===== src/rtl/hash_round_sequencer.sv =====
// -----------------------------------------------------------------------------
// hash_round_sequencer
//
// Controller for the shared hash datapath. It serialises permutation requests
// from a Haraka requester and a Keccak requester, with round-robin arbitration
// when both ask at once. For the granted operation it drives the round indices
// and enables of the Haraka round/AES/mix engine or the Keccak-f engine. It then
// returns a one-cycle done pulse to the requester that was granted.
//
// Every output is a register and clears asynchronously on reset.
//
// Optional build macro: HASH_SEQ_PERF_EN
//   Adds three performance counters: perf_haraka_cnt, perf_keccak_cnt and
//   perf_busy_cycles.
//
// Ports
//   clock            in   system clock, rising edge
//   reset            in   asynchronous, active-high reset
//   haraka_req       in   Haraka request, held until haraka_done
//   haraka_mode      in   0 = Haraka-256, 1 = Haraka-512, sampled at grant
//   haraka_done      out  one-cycle pulse when the Haraka permutation completes
//   keccak_req       in   Keccak-f request, held until keccak_done
//   keccak_done      out  one-cycle pulse when the Keccak-f permutation completes
//   busy             out  high whenever the FSM is outside IDLE
//   we               out  feed-forward latch enable (Haraka load cycle)
//   hara_c           out  latched haraka_mode while a Haraka operation runs
//   round            out  Haraka round index, 0..HARAKA_ROUNDS-1
//   round_aes        out  AES step within a Haraka round, 0..1
//   haraka_start     out  Haraka state writeback enable
//   end_round        out  selects the feed-forward output on the final step
//   keccak_rst       out  Keccak engine init strobe
//   keccak_f_start   out  Keccak state writeback enable
//   keccak_round     out  Keccak round index, 0..KECCAK_ROUNDS-1
//   perf_*           out  operation and busy-cycle counters (HASH_SEQ_PERF_EN)
// -----------------------------------------------------------------------------
module hash_round_sequencer #(
  parameter int HARAKA_ROUNDS = 5,
  parameter int KECCAK_ROUNDS = 24
) (
  input  logic        clock,
  input  logic        reset,
  input  logic        haraka_req,
  input  logic        haraka_mode,
  output logic        haraka_done,
  input  logic        keccak_req,
  output logic        keccak_done,
  output logic        busy,
  output logic        we,
  output logic        hara_c,
  output logic [3:0]  round,
  output logic [1:0]  round_aes,
  output logic        haraka_start,
  output logic        end_round,
  output logic        keccak_rst,
  output logic        keccak_f_start,
  output logic [4:0]  keccak_round
`ifdef HASH_SEQ_PERF_EN
  ,
  output logic [31:0] perf_haraka_cnt,
  output logic [31:0] perf_keccak_cnt,
  output logic [31:0] perf_busy_cycles
`endif
);

  typedef enum logic [2:0] {
    IDLE,
    H_LOAD,
    H_RUN,
    K_INIT,
    K_RUN,
    DONE
  } state_t;

  typedef enum logic {
    GRANT_HARAKA,
    GRANT_KECCAK
  } grant_t;

  localparam logic [3:0] H_LAST = 4'(HARAKA_ROUNDS - 1);
  localparam logic [4:0] K_LAST = 5'(KECCAK_ROUNDS - 1);

  state_t state;
  grant_t last_grant;

  // Haraka wins an IDLE decision if it asks alone, or if both ask and Keccak
  // was granted last time.
  logic grant_haraka;
  assign grant_haraka = haraka_req && (!keccak_req || last_grant == GRANT_KECCAK);

  // Each output is assigned the value that matches the state being entered.
  // That keeps every output a plain flop while it still lines up cycle-for-cycle
  // with the FSM state.
  // NOTE: state and outputs are flops, so they use non-blocking assignments
  // only. A blocking assignment here would let later statements see
  // same-cycle values and would break the registered timing.
  always_ff @(posedge clock or posedge reset) begin
    if (reset) begin
      state          <= IDLE;
      last_grant     <= GRANT_KECCAK;
      haraka_done    <= 1'b0;
      keccak_done    <= 1'b0;
      busy           <= 1'b0;
      we             <= 1'b0;
      hara_c         <= 1'b0;
      round          <= '0;
      round_aes      <= '0;
      haraka_start   <= 1'b0;
      end_round      <= 1'b0;
      keccak_rst     <= 1'b0;
      keccak_f_start <= 1'b0;
      keccak_round   <= '0;
    end else begin
      case (state)
        IDLE: begin
          if (grant_haraka) begin
            state      <= H_LOAD;
            last_grant <= GRANT_HARAKA;
            busy       <= 1'b1;
            we         <= 1'b1;
            hara_c     <= haraka_mode;
            round      <= '0;
            round_aes  <= '0;
          end else if (keccak_req) begin
            state        <= K_INIT;
            last_grant   <= GRANT_KECCAK;
            busy         <= 1'b1;
            keccak_rst   <= 1'b1;
            keccak_round <= '0;
          end
        end

        H_LOAD: begin
          state        <= H_RUN;
          we           <= 1'b0;
          haraka_start <= 1'b1;
        end

        H_RUN: begin
          if (round_aes == 2'd0) begin
            // end_round is raised together with the final (H_LAST, 1) step.
            round_aes <= 2'd1;
            end_round <= (round == H_LAST);
          end else if (round == H_LAST) begin
            state        <= DONE;
            haraka_start <= 1'b0;
            end_round    <= 1'b0;
            hara_c       <= 1'b0;
            round        <= '0;
            round_aes    <= '0;
            haraka_done  <= 1'b1;
          end else begin
            round     <= round + 4'd1;
            round_aes <= 2'd0;
          end
        end

        K_INIT: begin
          state          <= K_RUN;
          keccak_rst     <= 1'b0;
          keccak_f_start <= 1'b1;
        end

        K_RUN: begin
          // Leave on the last index so that keccak_round never shows KECCAK_ROUNDS.
          if (keccak_round == K_LAST) begin
            state          <= DONE;
            keccak_f_start <= 1'b0;
            keccak_round   <= '0;
            keccak_done    <= 1'b1;
          end else begin
            keccak_round <= keccak_round + 5'd1;
          end
        end

        DONE: begin
          // Requests are not examined here. A requester that drops req on
          // seeing done therefore cannot be granted a second time.
          state       <= IDLE;
          busy        <= 1'b0;
          haraka_done <= 1'b0;
          keccak_done <= 1'b0;
        end

        default: state <= IDLE;
      endcase
    end
  end

`ifdef HASH_SEQ_PERF_EN
  // perf_busy_cycles counts the cycles of each operation measured from the IDLE
  // cycle that grants it, so one operation adds exactly its request-to-done
  // latency: 13 cycles for Haraka and 27 cycles for Keccak.
  always_ff @(posedge clock or posedge reset) begin
    if (reset) begin
      perf_haraka_cnt  <= '0;
      perf_keccak_cnt  <= '0;
      perf_busy_cycles <= '0;
    end else begin
      if (state == DONE && haraka_done) perf_haraka_cnt <= perf_haraka_cnt + 32'd1;
      if (state == DONE && keccak_done) perf_keccak_cnt <= perf_keccak_cnt + 32'd1;
      if (state != IDLE || haraka_req || keccak_req)
        perf_busy_cycles <= perf_busy_cycles + 32'd1;
    end
  end
`endif

endmodule

===== config.mk =====
export PLATFORM = sky130hd
export DESIGN_NAME = hash_round_sequencer
export DESIGN_NICKNAME = d
export VERILOG_FILES = /design/src/rtl/hash_round_sequencer.sv
export SDC_FILE = /design/constraint.sdc
export NUM_CORES = 1
export LEC_CHECK = 0
export ABC_AREA = 1
export BUFFER_PORTS_ARGS = -buffer_cell sky130_fd_sc_hd__buf_2
export CAP_MARGIN = 25
export CORE_UTILIZATION = 50
export DETAILED_ROUTE_END_ITERATION = 10
export PLACE_DENSITY = 0.74
export SLEW_MARGIN = 20
export SYNTH_ARGS = -nofsm -noshare
export SYNTH_HDL_FRONTEND = slang
export SYNTH_SLANG_ARGS = --single-unit

===== constraint.sdc =====
create_clock -name clock -period 1.65 [get_ports clock]
set_input_delay 0.165 -clock clock [delete_from_list [all_inputs] [get_ports clock]]
set_output_delay 0.165 -clock clock [all_outputs]
set_load 0.03 [all_outputs]

-- Word-level counts from Yosys, hierarchy flattened
Index checks and enable logic that the tools add are counted.
- register bits: 24
- input port bits: 5
- output and inout port bits: 20
- reductions and logical operators: 30
- equality and inequality tests: 14
- multiplexer cells: 38
- add/sub/neg operators: 2
- operator list (cell ; number):
    $reduce_bool 2->1 ; 11
    $pmux 1 s2 ; 8
    $mux 3 ; 5
    $mux 5 ; 3
    $pmux 3 s5 ; 1
    $reduce_and 3->1 ; 5
    $mux 1 ; 14
    $reduce_and 2->1 ; 7
    $mux 4 ; 3
    $ne 2x2->1 const B ; 6
    $pmux 5 s2 ; 1
    $pmux 4 s2 ; 1
    $reduce_and 4->1 ; 2
    $eq 3x2->1 const B ; 2
    $eq 3x3->1 const B ; 2
    $add 5x1->5 const B ; 1
    $eq 5x5->1 const B ; 1
    $add 4x1->4 const B ; 1
    $eq 4x3->1 const B ; 1
    $pmux 2 s2 ; 1
    $eq 3x1->1 const B ; 1
    $logic_not 3->1 ; 1
    $ne 3x3->1 const B ; 1
    $logic_not 2->1 ; 1
    other kinds (4) ; 4

-- Depth between registers and ports, before layout
- depth in word-level cells: 5
- gate-level depth with buffers: 8
- gate-level depth less buffers: 8

-- Worst setup path after synthesis
No wires, ideal clock.
- path kind: register -> register
- start: reg round[0]
- end: reg hara_c
- setup slack: 0.253 ns
- clock period less this slack: 1.397 ns
- buffers on the path: 0
- cell stages (with the launch flop): 8
- data required time: 1.532 ns
- arrival: 1.279 ns
- path through: dfrtp_1 > inv_1 > ha_1 > nand3_2 > o21ai_2 > nand2_1 > nand2_1 > nand2_1
- longest elaborated chain between the ends: 3
- ends and longest elaborated chain (what ; line ; RTL):
    start, declared ; 50 ; output logic [3:0] round,
    start signal, assigned ; 152 ; round <= round + 4'd1;
    $eq 4x3->1 ; 143 ; end else if (round == H_LAST) begin
    $ne 2x2->1 (no line) ; -- ;
    $reduce_and 4->1 (no line) ; -- ;
    end signal, assigned ; 120 ; hara_c <= haraka_mode;
    end, declared ; 49 ; output logic hara_c,
No other way between the ends.
A chain may end at the register's enable or synchronous reset.

-- Worst setup path after layout
- start: reg round[0]
- end: reg state[2]
- longest elaborated chain between the ends: 3
- ends and longest elaborated chain (what ; line ; RTL):
    $eq 4x3->1 ; 143 ;
    $ne 2x2->1 (no line) ; -- ;
    $reduce_and 4->1 (no line) ; -- ;
    end signal, assigned ; 144 ; state <= DONE;
    end signal, assigned ; 158 ; state <= K_RUN;
    end signal, assigned ; 166 ; state <= DONE;
    end, declared ; 82 ; state_t state;
No other way between the ends.

==> results_dict.tcl <==
set metrics [dict create \
    dp_hpwl_mm 1.648 \
    drv_slew 0 \
    setup_viol 0 \
    crit_required_ps 1900 \
    seqPwrFrac_pct 38.2 \
    cts_tree "done" \
    syn_area_per_cell_um2 8.370 \
    power.density_mw_per_mm2 1834 \
    critical_path_peak_fanout 6 \
    cts.path.max_buffers 2 \
    clock_latency_ps 310 \
    drt-initial-drc-count 18 \
    antenna_cells 0 \
    path_clk_slew_ps 120 \
    vias 991 \
    num_io_pins 25 \
    cts_num_sinks 23 \
    synthCells 145 \
    dr.pass1.iters 4 \
    area_growth_pct 15.36 \
    syn-num-nets 153 \
    rr_startpoint "round[0]" \
    synth-edff-count 0 \
    finalCriticalPeriod_ps 1359 \
    final_common_cell "nand2_1" \
    viasPerCell 4.930 \
    pwr-share-comb_pct 51.8 \
    final.period_utilization_pct 82.38 \
    rows 17 \
    first_global_vias 871 \
    critPathMaxStageDelay_ps 450 \
    max_freq_mhz 735.7 \
    hold_viol_final 0 \
    place_congestion 0.8548 \
    internal_power_mw 1.284 \
    endpoint_kind "register" \
    start_util_pct 53.83 \
    drive_gt1_share_pct 30.06 \
    cp_slowest_cell "dfrtp_1" \
    core_area_mm2 0.002255 \
    port_buffers 23 \
    seq_area_frac_synth_pct 47.53 \
    peakVddDrop_uv 1064 \
    htree_levels 1 \
    grt_setup_unrepaired "no" \
    grt_max_degree 24 \
    nNetsFinal 182 \
    yosys_warnings 0 \
    whs_ps 92.91 \
    leakagePower_nw 0.7434 \
    hp-class "in2reg" \
    grt_pass1_wl_mm 3.822 \
    grt_usage_pct 19.91 \
    fp.dieH_um 51.27 \
    synthArstFlopShare_pct 100.0 \
    regArea_um2 576.8 \
    cts_buffers 3 \
    ys_seq_elements 23 \
    synth.distinct_cells 31 \
    mostFrequentLayoutCells "nand2_1 (37), buf_2 (23), dfrtp_1 (22), inv_1 (17), o21ai_0 (10)" \
    startpoint "round[0]" \
    max-cap-violations 0 \
    fin_setup_tns_ps 0 \
    clock_skew_ps 0.6201 \
    multi_input_area_um2 546.8 \
    cts_root_buffer "clkbuf_4" \
    wl_per_cell_um 10.69 \
    crit_top_cell "o21ai_2" \
    drc_errors 0 \
    die_area_mm2 0.002628 \
    p_clk_share_pct 10.0 \
    status "complete, no violations" \
    worst_setup_path_start_kind "register" \
    post_cts_resize_count 0 \
    syn_area_mm2 0.001214 \
    wl_mm 2.148 \
    final_antenna_net_count 0 \
    arrival_ps 1600 \
    path_cells "inv_1, ha_1, nand3_2, o21ai_2, nand2_2, o21ai_2" \
    switching_share_pct 49.98 \
    critical_path_class "reg2reg" \
    gr-total-overflow 0 \
    ys.flop_type "dfrtp_1" \
    hp-start "keccak_req" \
    p_sw_mw 1.283 \
    antenna_found_initial 0 \
    fillerInstances 207 \
    die_x_um 51.27 \
    postCtsSetupRepairBufs 0 \
]
[timing repair]
item / CTS / global route
endpoints found under the setup margin: 0 / 0
hold buffers: 1 / 0
endpoints found under the hold margin: 22 / 0
[sequential cells by signal (all words and copies together), names as in the netlist]
name,count
keccak_done,1
haraka_start,1
state,3
round_aes,1
last_grant,1
hara_c,1
busy,1
we,1
haraka_done,1
keccak_f_start,1
keccak_rst,1
end_round,1
keccak_round,5
round,4
[cell usage after synthesis, types with 2 or more instances]
| master | n | area share [%] |
|---|---|---|
| dfrtp_1 | 22 | 45 |
| ha_1 | 3 | 3.1 |
| inv_1 | 17 | 5.3 |
| inv_2 | 5 | 1.5 |
| nand2_1 | 37 | 11 |
| nand2_2 | 6 | 3.1 |
| nand2_4 | 3 | 2.8 |
| nand3_1 | 7 | 2.9 |
| nand3_2 | 2 | 1.6 |
| nand4_1 | 3 | 1.5 |
| nor2_1 | 6 | 1.9 |
| nor2_2 | 3 | 1.5 |
| o21ai_0 | 10 | 4.1 |
| o21ai_1 | 3 | 1.2 |
| o21ai_2 | 2 | 1.4 |
[cell families (layout without fill, tap and decap cells)]
logic type               count (synthesis)  count (layout)  share of synthesized area, %
AO/OA/AOI/OAI                           20              20                         9.691
XOR/XNOR                                 2               2                         1.444
adder cells (fa/ha/maj)                  3               3                         3.093
buffers and inverters                   23              51                         7.423
flip-flops                              23              23                         47.53
other                                    1               1                        0.3090
AND/OR/NAND/NOR                         73              73                         30.52
[path summary, 6_finish.rpt]
path	end	slack (ps)	depth (start not counted)
worst max-delay path	state[2]	290	6
min in group asynchronous	keccak_round[4]	420	4
worst min register to register	hara_c	490	2
worst min-delay path	last_grant	90	3
worst max register to register	state[2]	290	6
max in group asynchronous	last_grant	950	4
[critical path: cells and delay by family, from the launching register on]
kind,cells,cell delay [ps]
and+or+nand+nor,2,220
adders and majority gates,1,180
AOI/OAI and AO/OA,2,340
DFF,1,450
buffers and inverters,1,90
[metal layers]
metal	GRT usage (%)	routed length, um
met1	26.81	1023
met2	30.92	1013
met3	3.571	66
met4	9.459	44
met5	0	0
[final cells by class]
cell class	count	area share (%)
Timing Repair Buffer	25	9.473
Tap cell	28	2.502
Clock buffer	4	1.877
Inverter	22	5.898
Sequential cell	23	41.20
Multi-Input combinational cell	99	39.05
[per-stage QoR]
step           setup slack (ps)  util, %  total power [mW]  instances  area (um^2)
2_1_floorplan             253.4        -             1.996        145         1214
3_3_place_gp              361.3    60.49             2.292        196         1364
3_5_place_dp              291.7    60.49             2.325        196         1364
4_1_cts                   267.0    62.10             2.589        201         1400
5_1_grt                   186.4    62.10             2.794        201         1400
6_report                  290.7    62.10             2.567        201         1400
[power by group through the flow]
stage / logic, mW / registers [mW] / clock network [mW]
final: 1.33 / 0.981 / 0.256
after global routing: 1.50 / 1.01 / 0.285
after CTS: 1.34 / 0.979 / 0.265
after detailed placement: 1.34 / 0.988 / 0
after global placement: 1.31 / 0.978 / 0
after floorplan: 0.718 / 1.28 / 0
No activity file was read; power rests on OpenSTA's default activity.
